[src/rtl/quad_decoder_multi.sv]
// Multi-channel quadrature decoder: sync -> optional glitch filter -> Gray-step decode -> wrapping position.
// Define QUAD_GLITCH_FILTER_EN to compile in the per-channel glitch filter.
module quad_decoder_multi #(
    parameter int CHANNELS   = 2,
    parameter int CNT_WIDTH  = 16,
    parameter int FILTER_LEN = 4
) (
    input  logic                          clk,
    input  logic                          rst,
    input  logic [CHANNELS-1:0]           a,
    input  logic [CHANNELS-1:0]           b,
    input  logic [CHANNELS-1:0]           clr,
    input  logic [CHANNELS-1:0]           err_clr,
    output logic [2*CHANNELS-1:0]         dir,
    output logic [CHANNELS*CNT_WIDTH-1:0] pos,
    output logic [CHANNELS-1:0]           err
);

`ifdef QUAD_GLITCH_FILTER_EN
    localparam int SETTLE = 3 + FILTER_LEN;
    localparam int FW     = $clog2(FILTER_LEN + 1);
`else
    localparam int SETTLE = 3;
`endif
    // Counter is sized for the filtered build so both builds share one layout.
    localparam int                SET_W      = $clog2(FILTER_LEN + 4);
    localparam logic [SET_W-1:0]  SETTLE_MAX = SET_W'(SETTLE);

    typedef enum logic [1:0] {
        STEP_NONE,
        STEP_CW,
        STEP_CCW,
        STEP_BAD
    } step_e;

    function automatic step_e decode_step(input logic [1:0] p, input logic [1:0] c);
        case ({p, c})
            4'b00_10, 4'b10_11, 4'b11_01, 4'b01_00: return STEP_CW;
            4'b00_01, 4'b01_11, 4'b11_10, 4'b10_00: return STEP_CCW;
            4'b00_11, 4'b11_00, 4'b01_10, 4'b10_01: return STEP_BAD;
            default:                                return STEP_NONE;
        endcase
    endfunction

    logic [SET_W-1:0] settle_cnt;
    logic             settling;

    assign settling = (settle_cnt != SETTLE_MAX);

    // NOTE: sequential state uses non-blocking assignments so every flop samples pre-edge values.
    always_ff @(posedge clk) begin
        if (rst)
            settle_cnt <= '0;
        else if (settling)
            settle_cnt <= settle_cnt + 1'b1;
    end

    for (genvar i = 0; i < CHANNELS; i++) begin : g_ch
        logic [1:0]           sync1;
        logic [1:0]           sync2;
        logic [1:0]           cur;
        logic [1:0]           prev;
        logic [1:0]           dir_q;
        logic [CNT_WIDTH-1:0] pos_q;
        logic                 err_q;
        step_e                step;

`ifdef QUAD_GLITCH_FILTER_EN
        logic [1:0]    acc;
        logic [FW-1:0] fcnt;

        // Accept a new value only after FILTER_LEN consecutive differing samples.
        always_ff @(posedge clk) begin
            if (rst) begin
                acc  <= 2'b00;
                fcnt <= '0;
            end else if (sync2 == acc) begin
                fcnt <= '0;
            end else if (fcnt == FW'(FILTER_LEN - 1)) begin
                acc  <= sync2;
                fcnt <= '0;
            end else begin
                fcnt <= fcnt + 1'b1;
            end
        end

        assign cur = acc;
`else
        assign cur = sync2;
`endif

        assign step = decode_step(prev, cur);

        always_ff @(posedge clk) begin
            if (rst) begin
                sync1 <= 2'b00;
                sync2 <= 2'b00;
                prev  <= 2'b00;
                dir_q <= 2'b00;
                pos_q <= '0;
                err_q <= 1'b0;
            end else begin
                sync1 <= {a[i], b[i]};
                sync2 <= sync1;
                prev  <= cur;
                if (settling) begin
                    dir_q <= 2'b00;
                end else begin
                    dir_q <= (step == STEP_CW)  ? 2'b01 :
                             (step == STEP_CCW) ? 2'b10 : 2'b00;
                    // Clear takes priority over a same-cycle step; dir still reports it.
                    if (clr[i])
                        pos_q <= '0;
                    else if (step == STEP_CW)
                        pos_q <= pos_q + 1'b1;
                    else if (step == STEP_CCW)
                        pos_q <= pos_q - 1'b1;
                    if (step == STEP_BAD)
                        err_q <= 1'b1;
                    else if (err_clr[i])
                        err_q <= 1'b0;
                end
            end
        end

        assign dir[2*i +: 2]               = dir_q;
        assign pos[i*CNT_WIDTH +: CNT_WIDTH] = pos_q;
        assign err[i]                      = err_q;
    end

endmodule
[config.mk]
export PLATFORM = sky130hd
export DESIGN_NAME = quad_decoder_multi
export DESIGN_NICKNAME = d
export VERILOG_FILES = /design/src/rtl/quad_decoder_multi.sv
export SDC_FILE = /design/constraint.sdc
export NUM_CORES = 1
export LEC_CHECK = 0
export ABC_AREA = 1
export CORE_MARGIN = 10
export CORE_UTILIZATION = 45
export DETAILED_ROUTE_END_ITERATION = 8
export PLACE_DENSITY = 0.67
export SYNTH_ARGS = -nofsm -noshare
export SYNTH_HDL_FRONTEND = slang
export SYNTH_SLANG_ARGS = --single-unit
export TNS_END_PERCENT = 5
[constraint.sdc]
create_clock -name clk -period 4.2 [get_ports clk]
set_input_delay 0.84 -clock clk [delete_from_list [all_inputs] [get_ports clk]]
set_output_delay 0.84 -clock clk [all_outputs]
set_load 0.02 [all_outputs]
# After elaboration in Yosys (flattened, before gate mapping)

Memories as Yosys holds them, arrays and structs flattened. A register that Yosys moved wholly into a read port is not among the register bits.
Index checks and enable logic that the tools add are counted.

Add/subtract/negate cells: 5
Equality and inequality tests: 7
Muxes and demuxes: 16
Bitwise logic cells: 1
Reduce and logical (&&, ||, !) cells: 11

Operators with widths:

| kind                                                                  | count |
|---|---|
| 16-bit two-way mux                                                    | 6 |
| 16-bit by 1-bit adder with 16-bit output, second input constant       | 2 |
| 16-bit by 1-bit subtractor with 16-bit output, second input constant  | 2 |
| 2-bit equality test, second input constant                            | 4 |
| 4-bit two-way mux                                                     | 2 |
| 2-bit AND reduction                                                   | 4 |
| 1-bit two-way mux                                                     | 6 |
| 3-bit nonzero test                                                    | 2 |
| 3-bit OR reduction                                                    | 2 |
| 2-bit by 1-bit equality test with 1-bit output, second input constant | 2 |
| 2-bit two-way mux                                                     | 2 |
| 2-bit nonzero test                                                    | 2 |
| 3-bit by 1-bit adder with 3-bit output, second input constant         | 1 |
| 3-bit by 2-bit != test with 1-bit output, second input constant       | 1 |
| 2-bit OR reduction                                                    | 1 |
| 1-bit inverter                                                        | 1 |

Flip-flop bits (word level): 49
ROM bits: 64
Output and inout port bits: 38
Memories kept: 2

Memory list:

| name            | depth | bits a word | read ports | clocked after memory_dff | wr ports | line | RTL |
|---|---|---|---|---|---|---|---|
| (no name shown) | 16    | 2           | 1          | 1                        | 0        | 37   | `case ({p, c})` |
| (no name shown) | 16    | 2           | 1          | 1                        | 0        | 37   |  |

# Longest topological paths before layout

Gate-level depths: netlist (run 1).

Word-level depth: 4
Gate-level depth with buffers: 13
Mapped depth without buffers: 12

# Least setup slack after synthesis (run 1)

No wires, ideal clock.

Path kind: reg2reg
Start: register g_ch[0].step[0] (netlist name)
End: register g_ch[0].pos_q[7]
Library setup time: 0.136 ns
Data arrival time: 1.893 ns
Setup slack: 2.171 ns
Stages on the path, launching flop included: 11
Clock period less this slack: 2.029 ns
Cell sequence: dfxtp_1 -> inv_1 -> or2_1 -> buf_6 -> ha_1 -> or2_2 -> nand3_1 -> nand2_1 -> or2_2 -> nand3_2 -> a21oi_2

Word-level cells in the longest chain between the ends: 3
Elaborated cells on any way between the ends: 6
Classes of those cells: eq/ne (2); mux (2); reduce/logical (2)

Ends and longest elaborated chain:

| item                                                                                         | line     | RTL |
|---|---|---|
| 2-bit equality test / 2-bit by 1-bit equality test with 1-bit output (equally long branches) | 116, 114 |  |
| 3-bit nonzero test (no source line) / 16-bit two-way mux (equally long branches)             | -        |  |
| 2-bit AND reduction (no source line) / 16-bit two-way mux (equally long branches)            | -        |  |
| to (signal assigned)                                                                         | 115      | `pos_q <= pos_q + 1'b1;` |
| to (signal assigned)                                                                         | 117      | `pos_q <= pos_q - 1'b1;` |
| to (decl)                                                                                    | 64       | `logic [CNT_WIDTH-1:0] pos_q;` |

Parallel ways exist; a longest one is shown, timed or not.
A chain may end at the register's enable or synchronous reset.

# Final worst setup path (run 1)

Start: register g_ch[1].step[0] (netlist name)
End: register g_ch[1].pos_q[7]

Word-level cells in the longest chain between the ends: 3
Elaborated cells on any way between the ends: 6
Classes of those cells: eq/ne (2); mux (2); reduce/logical (2)

Ends and longest elaborated chain:

| item                                                                                         | line |
|---|---|
| 2-bit by 1-bit equality test with 1-bit output / 2-bit equality test (equally long branches) | 114, 116 |
| 3-bit nonzero test (no source line) / 16-bit two-way mux (equally long branches)             | - |
| 2-bit AND reduction (no source line) / 16-bit two-way mux (equally long branches)            | - |
| to (signal assigned)                                                                         | 115 |
| to (signal assigned)                                                                         | 117 |
| to (decl)                                                                                    | 64 |

Parallel ways exist; a longest one is shown, timed or not.

==> flow_metrics.env, run 1 <==
export IMPL_status="finished, final reports clean"
export IMPL_dieArea_sq_um=12880
export IMPL_cts_hold_buf=0
export IMPL_synth_compound_area_frac=0.08842
export IMPL_syn_inst=602
export IMPL_synthMuxAreaShare=0
export IMPL_min_delay_path_depth=2
export IMPL_cts_buffers=5
export IMPL_finalHoldViolations=0
export IMPL_grt_pass1_wl_mm=15.88
export IMPL_synth_seq_cells=53
export IMPL_area_growth_pct=15.39
export IMPL_ir_worst_vdd_mv=0.1520
export IMPL_yosysUniqueCellTypes=31
export IMPL_fillers=859
export IMPL_p_clk_frac=0.222
export IMPL_synth_top_cell_by_area="dfxtp_1"
export IMPL_detail_route_antenna_nets=0
export IMPL_cts_htree_levels=2
export IMPL_synth_top_area_share=0.2697
export IMPL_diodes=0
export IMPL_start_util=0.4578
export IMPL_clk_latency_ns=0.32
export IMPL_critPathLaunchType="flop"
export IMPL_clock_tree_root_cell="clkbuf_8"
export IMPL_dpl_cell_area_sq_um=4442
export IMPL_final_util=0.5282
export IMPL_multi_input_area_sq_um=2424
export IMPL_grt_use_total=0.1426
export IMPL_coreArea_sq_um=8593
export IMPL_cts_tree="yes"
export IMPL_rsz0062_at_grt="no"
export IMPL_timing_fmax_mhz=390.2
export IMPL_r2r_cells=9
export IMPL_post_cts_buffers=0
export IMPL_netlist_top_cells_area="dfxtp_1, nand2_1, ha_1"
export IMPL_cts_resized=0
export IMPL_vias=3651
export IMPL_ios=48
export IMPL_die_w_um=113.5
export IMPL_worstPathRequired_ns=4.41
export IMPL_setup_viol=0
export IMPL_grt_max_degree=30
export IMPL_power_switching_mw=0.5887
export IMPL_cellPowerDensity_nw_per_um2=323.5
export IMPL_yosys_area_share_simple=0.3874
export IMPL_p_leak_nw=2.214
export IMPL_drive_gt1_frac=0.07132
export IMPL_drt_wirelength_per_cell_um=12.21
export IMPL_clockBufferDepth=2
export IMPL_setup_worst_path_end_class="flop"
export IMPL_arrival_ns=2.77
export IMPL_rows=34
export IMPL_final_common_cell="nand2_1"
export IMPL_grt_pass1_vias=3488
export IMPL_power_mw=1.469
export IMPL_final_area_sq_um=4539
export IMPL_relSlewSlack=0.3872
export IMPL_p_comb_frac=0.394
export IMPL_mostFrequentLayoutCells="nand2_1, inv_1, dfxtp_1"
export IMPL_io_buffers=47
export IMPL_min_period_ns=2.563
export IMPL_antenna_found_initial=0
export IMPL_switching_share=0.4008
export IMPL_wl_mm=9.191
export IMPL_seqPwrFrac=0.384
export IMPL_path_clk_slew_ns=0.11
export IMPL_route_detailed_drc=0
export IMPL_p_int_mw=0.8800
export IMPL_synth_top_family_by_area="simple AND/OR/NAND/NOR gates"
export IMPL_worst_clock_skew_ns=0.01053
export IMPL_seq_area_sq_um=1061
export IMPL_synth_fp_nets=650
export IMPL_synth_cell_area_sq_um=3934
export IMPL_crit_path_max_fanout=21
export IMPL_drv_slew=0
export IMPL_yosys_area_share_adder=0.1247
export IMPL_routabilityCongestion=0.8256
export IMPL_drtPass1Iterations=4
export IMPL_critPathKind="reg -> reg"
export IMPL_clock_sinks=53
export IMPL_fin_setup_tns_ns=0
export IMPL_yosysSeqAreaShare=0.2697
export IMPL_min_period_over_period=0.6101
export IMPL_drtIter0Drc=97
export IMPL_syn_avg_cell_area_sq_um=6.535
export IMPL_maxCapViolCount=0
export IMPL_grt_overflow=0
export IMPL_hp_class="reg -> reg"
export IMPL_synth_xor_area_frac=0.01559
export IMPL_viasPerCell=4.849
export IMPL_nets=692
export IMPL_die_h_um=113.5
export IMPL_tightest_slew_ns=0.9193
export IMPL_ys_warn_count=0
export IMPL_dpl_hpwl_mm=6.995
[power groups by stage]
stage / clock network [mW] / registers [mW] / logic (mW)
floorplan: 0 / 0.593 / 0.426
global placement: 0 / 0.576 / 0.566
detailed placement: 0 / 0.576 / 0.575
CTS: 0.340 / 0.565 / 0.578
global route: 0.355 / 0.570 / 0.663
finish: 0.326 / 0.565 / 0.578
[metrics by stage]
step	instances	setup WS [ns]	hold slack (ns)
floorplan	602	2.171	0.4221
global placement	745	1.695	0.4379
detailed placement	745	1.642	0.4404
CTS	753	1.632	0.4575
global route	753	1.421	0.4799
finish	753	1.637	0.4535
[per-layer routing]
layer	wire length [um]	global-route usage
met1	4400	0.1769
met2	4194	0.2421
met3	497	0.03150
met4	99	0.03807
met5	0	0
[synthesized netlist by cell type]
cell type and number:
xnor2_1 2, nand3_1 32, buf_8 2, buf_4 3, clkinv_1 1, nand4_1 2
nand3b_4 2, buf_6 2, o211a_1 2, nor2_1 47, or2_1 2, nand2_1 219
clkbuf_1 3, buf_1 1, or2_2 10, ha_1 36, a21oi_2 10, dfxtp_1 53
xor2_1 5, buf_2 2, a21oi_1 34, nor2_8 2, a22oi_1 2, inv_1 92
nand3b_1 6, o21ai_0 6, fa_1 2, nand3_2 10, nand2_4 2, a31oi_1 4
nor3_1 6
[state kept, by name, summed over array words and instances, names as in the netlist]
signal	cells
g_ch.err_q	2
settle_cnt	3
g_ch.pos_q	32
g_ch.step	4
g_ch.dir_q	4
g_ch.cur	4
g_ch.sync1	4
[layout make-up]
class                   count  area share
clock buffers               5     0.01516
clock inverters             3    0.006340
inverters                  93     0.07690
multi-input cells         443      0.5339
flip-flops and latches     53      0.2337
well taps                 108     0.02977
repair buffers             48      0.1042
[worst max-delay path, stage by stage, from the launching register on]
cell and delay, ns:
dfxtp_1 0.33, inv_1 0.06, or2_1 0.71, ha_1 0.41, or2_2 0.34, nand3_1 0.10, nand2_1 0.09, or2_2 0.30
nand3_2 0.07, a21oi_2 0.05
[final timing paths]
check	startpoint	end	slack, ns
setup / recovery	g_ch[1].step[0]	g_ch[1].pos_q[7]	1.64
hold / removal	g_ch[0].sync1[0]	g_ch[0].cur[0]	0.45
setup reg to reg	g_ch[1].step[0]	g_ch[1].pos_q[7]	1.64
hold reg to reg	g_ch[0].sync1[0]	g_ch[0].cur[0]	0.45
[cell families after synthesis]
kind of cell,Yosys count
AND/OR/NAND/NOR,340
buffers and inverters,106
AO/OA/AOI/OAI,58
XOR/XNOR,7
adder cells (fa/ha/maj),38
flip-flops,53
(Power assumes the default switching activity.)
==> run 2: changes to the inputs <==
Clock period 4.2 ns to 2.57 ns, I/O delays scaled along.
==> run 2 against run 1 <==
Against the previous run: sequential share of layout area is 0.12 points lower; critical path type unchanged; combinational power is 65% higher; core utilization is 0.26 points higher; clock-buffer cell count stayed put; register-to-register slack worse by 1.4 ns.
==> flow_metrics.env, run 2 (same netlist as run 1, synthesis figures left out) <==
export IMPL_finalHoldViolations=0
export IMPL_route_detailed_drc=0
export IMPL_clock_tree_root_cell="clkbuf_8"
export IMPL_p_comb_frac=0.396
export IMPL_p_clk_frac=0.220
export IMPL_antenna_found_initial=0
export IMPL_routabilityCongestion=0.8506
export IMPL_cts_htree_levels=2
export IMPL_arrival_ns=2.58
export IMPL_maxCapViolCount=0
export IMPL_whs_endpoint="g_ch[0].cur[0]"
export IMPL_regMostFlops="g_ch.pos_q"
export IMPL_grt_max_degree=26
export IMPL_clk_latency_ns=0.32
export IMPL_fin_setup_tns_ns=0
export IMPL_detail_route_antenna_nets=0
export IMPL_r2r_cells=13
export IMPL_rows=34
export IMPL_path_clk_slew_ns=0.11
export IMPL_timing_fmax_mhz=429.8
export IMPL_status="finished, final reports clean"
export IMPL_p_int_mw=1.441
export IMPL_cpPeakStageDelay_ns=0.42
export IMPL_coreArea_sq_um=8593
export IMPL_setup_worst_path_end_class="flop"
export IMPL_mostFrequentLayoutCells="nand2_1, inv_1, dfxtp_1"
export IMPL_drtIter0Drc=173
export IMPL_dpl_hpwl_mm=7.002
export IMPL_vias=3634
export IMPL_hp_class="reg -> reg"
export IMPL_seqPwrFrac=0.384
export IMPL_viasPerCell=4.807
export IMPL_final_common_cell="nand2_1"
export IMPL_cellPowerDensity_nw_per_um2=526.7
export IMPL_grt_use_total=0.1391
export IMPL_setup_viol=0
export IMPL_rsz0062_at_grt="no"
export IMPL_ios=48
export IMPL_power_mw=2.403
export IMPL_start_util=0.4578
export IMPL_area_growth_pct=15.97
export IMPL_dpl_cell_area_sq_um=4464
export IMPL_tightest_slew_ns=0.5593
export IMPL_worst_clock_skew_ns=0.009404
export IMPL_wl_mm=8.989
export IMPL_power_switching_mw=0.9618
export IMPL_grt_overflow=0
export IMPL_grt_pass1_vias=3376
export IMPL_nets=695
export IMPL_drv_slew=0
export IMPL_largest_reg_flops=32
export IMPL_clock_sinks=53
export IMPL_cts_buffers=5
export IMPL_diodes=0
export IMPL_die_h_um=113.5
export IMPL_drt_wirelength_per_cell_um=11.89
export IMPL_final_util=0.5309
export IMPL_final_area_sq_um=4562
export IMPL_die_w_um=113.5
export IMPL_crit_path_max_fanout=14
export IMPL_grt_pass1_wl_mm=15.34
export IMPL_min_period_ns=2.327
export IMPL_cts_tree="yes"
export IMPL_worstPathRequired_ns=2.83
export IMPL_drive_gt1_frac=0.07716
export IMPL_hold_start="g_ch[0].sync1[0]"
export IMPL_r2r_slack_ns=0.24
export IMPL_cpMostUsedCell="nand2_1"
export IMPL_clockBufferDepth=2
export IMPL_cts_hold_buf=0
export IMPL_r2r_end="g_ch[0].pos_q[13]"
export IMPL_relSlewSlack=0.6272
export IMPL_ir_worst_vdd_mv=0.2999
export IMPL_reg2reg_from="g_ch[0].step[0]"
export IMPL_drtPass1Iterations=4
export IMPL_cpMaxStageDelayCell="or2_1"
export IMPL_critPathKind="reg -> reg"
export IMPL_p_leak_nw=2.228
export IMPL_min_period_over_period=0.9053
export IMPL_critPathLaunchType="flop"
export IMPL_dieArea_sq_um=12880
export IMPL_switching_share=0.4003
export IMPL_crit_path_cell_trace="inv_1 -> or2_1 -> buf_4 -> ha_1 -> nand2_1 -> inv_1 -> nand2_1 -> nand2_1 -> a21oi_1 -> nand2_1 -> nand2_1 -> nand3_1 -> a21oi_1"
export IMPL_min_delay_path_depth=2
export IMPL_io_buffers=47
-- run 2: stage by stage --
stage | instances | hold WS (ns) | setup slack [ns]
final | 756 | 0.4514 | 0.2433
after global routing | 756 | 0.4784 | 0.03600
after CTS | 756 | 0.4513 | 0.2358
after detailed placement | 748 | 0.4349 | 0.2585
after global placement | 748 | 0.4376 | 0.2970
after floorplan | 602 | 0.4221 | 0.5408
-- run 2: layer usage --
metal	up-vias	track usage	share of wire	wire, um
li1	1968	-	-	-
met1	1606	0.1687	0.48	4351
met2	53	0.2405	0.46	4142
met3	7	0.03675	0.047	418
met4	0	0.02792	0.0085	76
met5	-	0	0	0
-- run 2: how the worst max path moves through the flow --
stage,depth (start not counted),end,slack (ns),from
floorplan,10,g_ch[0].pos_q[7],0.54,g_ch[0].step[0]
global placement,9,g_ch[0].pos_q[5],0.30,g_ch[0].step[0]
CTS,13,g_ch[0].pos_q[13],0.24,g_ch[0].step[0]
global route,13,g_ch[0].pos_q[13],0.04,g_ch[0].step[0]
detailed placement,13,g_ch[0].pos_q[13],0.26,g_ch[0].step[0]
finish,13,g_ch[0].pos_q[13],0.24,g_ch[0].step[0]
-- run 2: cell type report --
type	instances	area, sq um
clock buffer	5	68.82
fill	847	4031
inverter	93	349.1
tap	108	135.1
clock inverter	3	26.28
timing repair buffer	51	495.5
multi-input combinational	443	2426
sequential	53	1061
-- run 2: power groups by stage --
stage	Sequential (mW)	Combinational, mW	Clock, mW
2_1_floorplan	0.969	0.696	0
3_3_place_gp	0.942	0.931	0
3_5_place_dp	0.943	0.949	0
4_1_cts	0.925	0.953	0.545
5_1_grt	0.932	1.09	0.568
6_report	0.924	0.951	0.528
-- run 2: what timing repair did --
| item | 4_1_cts | 5_1_grt |
|---|---|---|
| setup endpoints to repair | 0 | 1 |
| gates resized for setup | 0 | 1 |
| buffers inserted | 0 | 0 |
-- run 2: worst max-delay path: cells and delay by family, from the launching register on --
| kind | cells | cell delay, ns |
|---|---|---|
| flip-flops | 1 | 0.34 |
| adder cells (fa/ha/maj) | 1 | 0.34 |
| AND/OR/NAND/NOR | 7 | 0.90 |
| buffers and inverters | 3 | 0.40 |
| AO/OA/AOI/OAI | 2 | 0.29 |
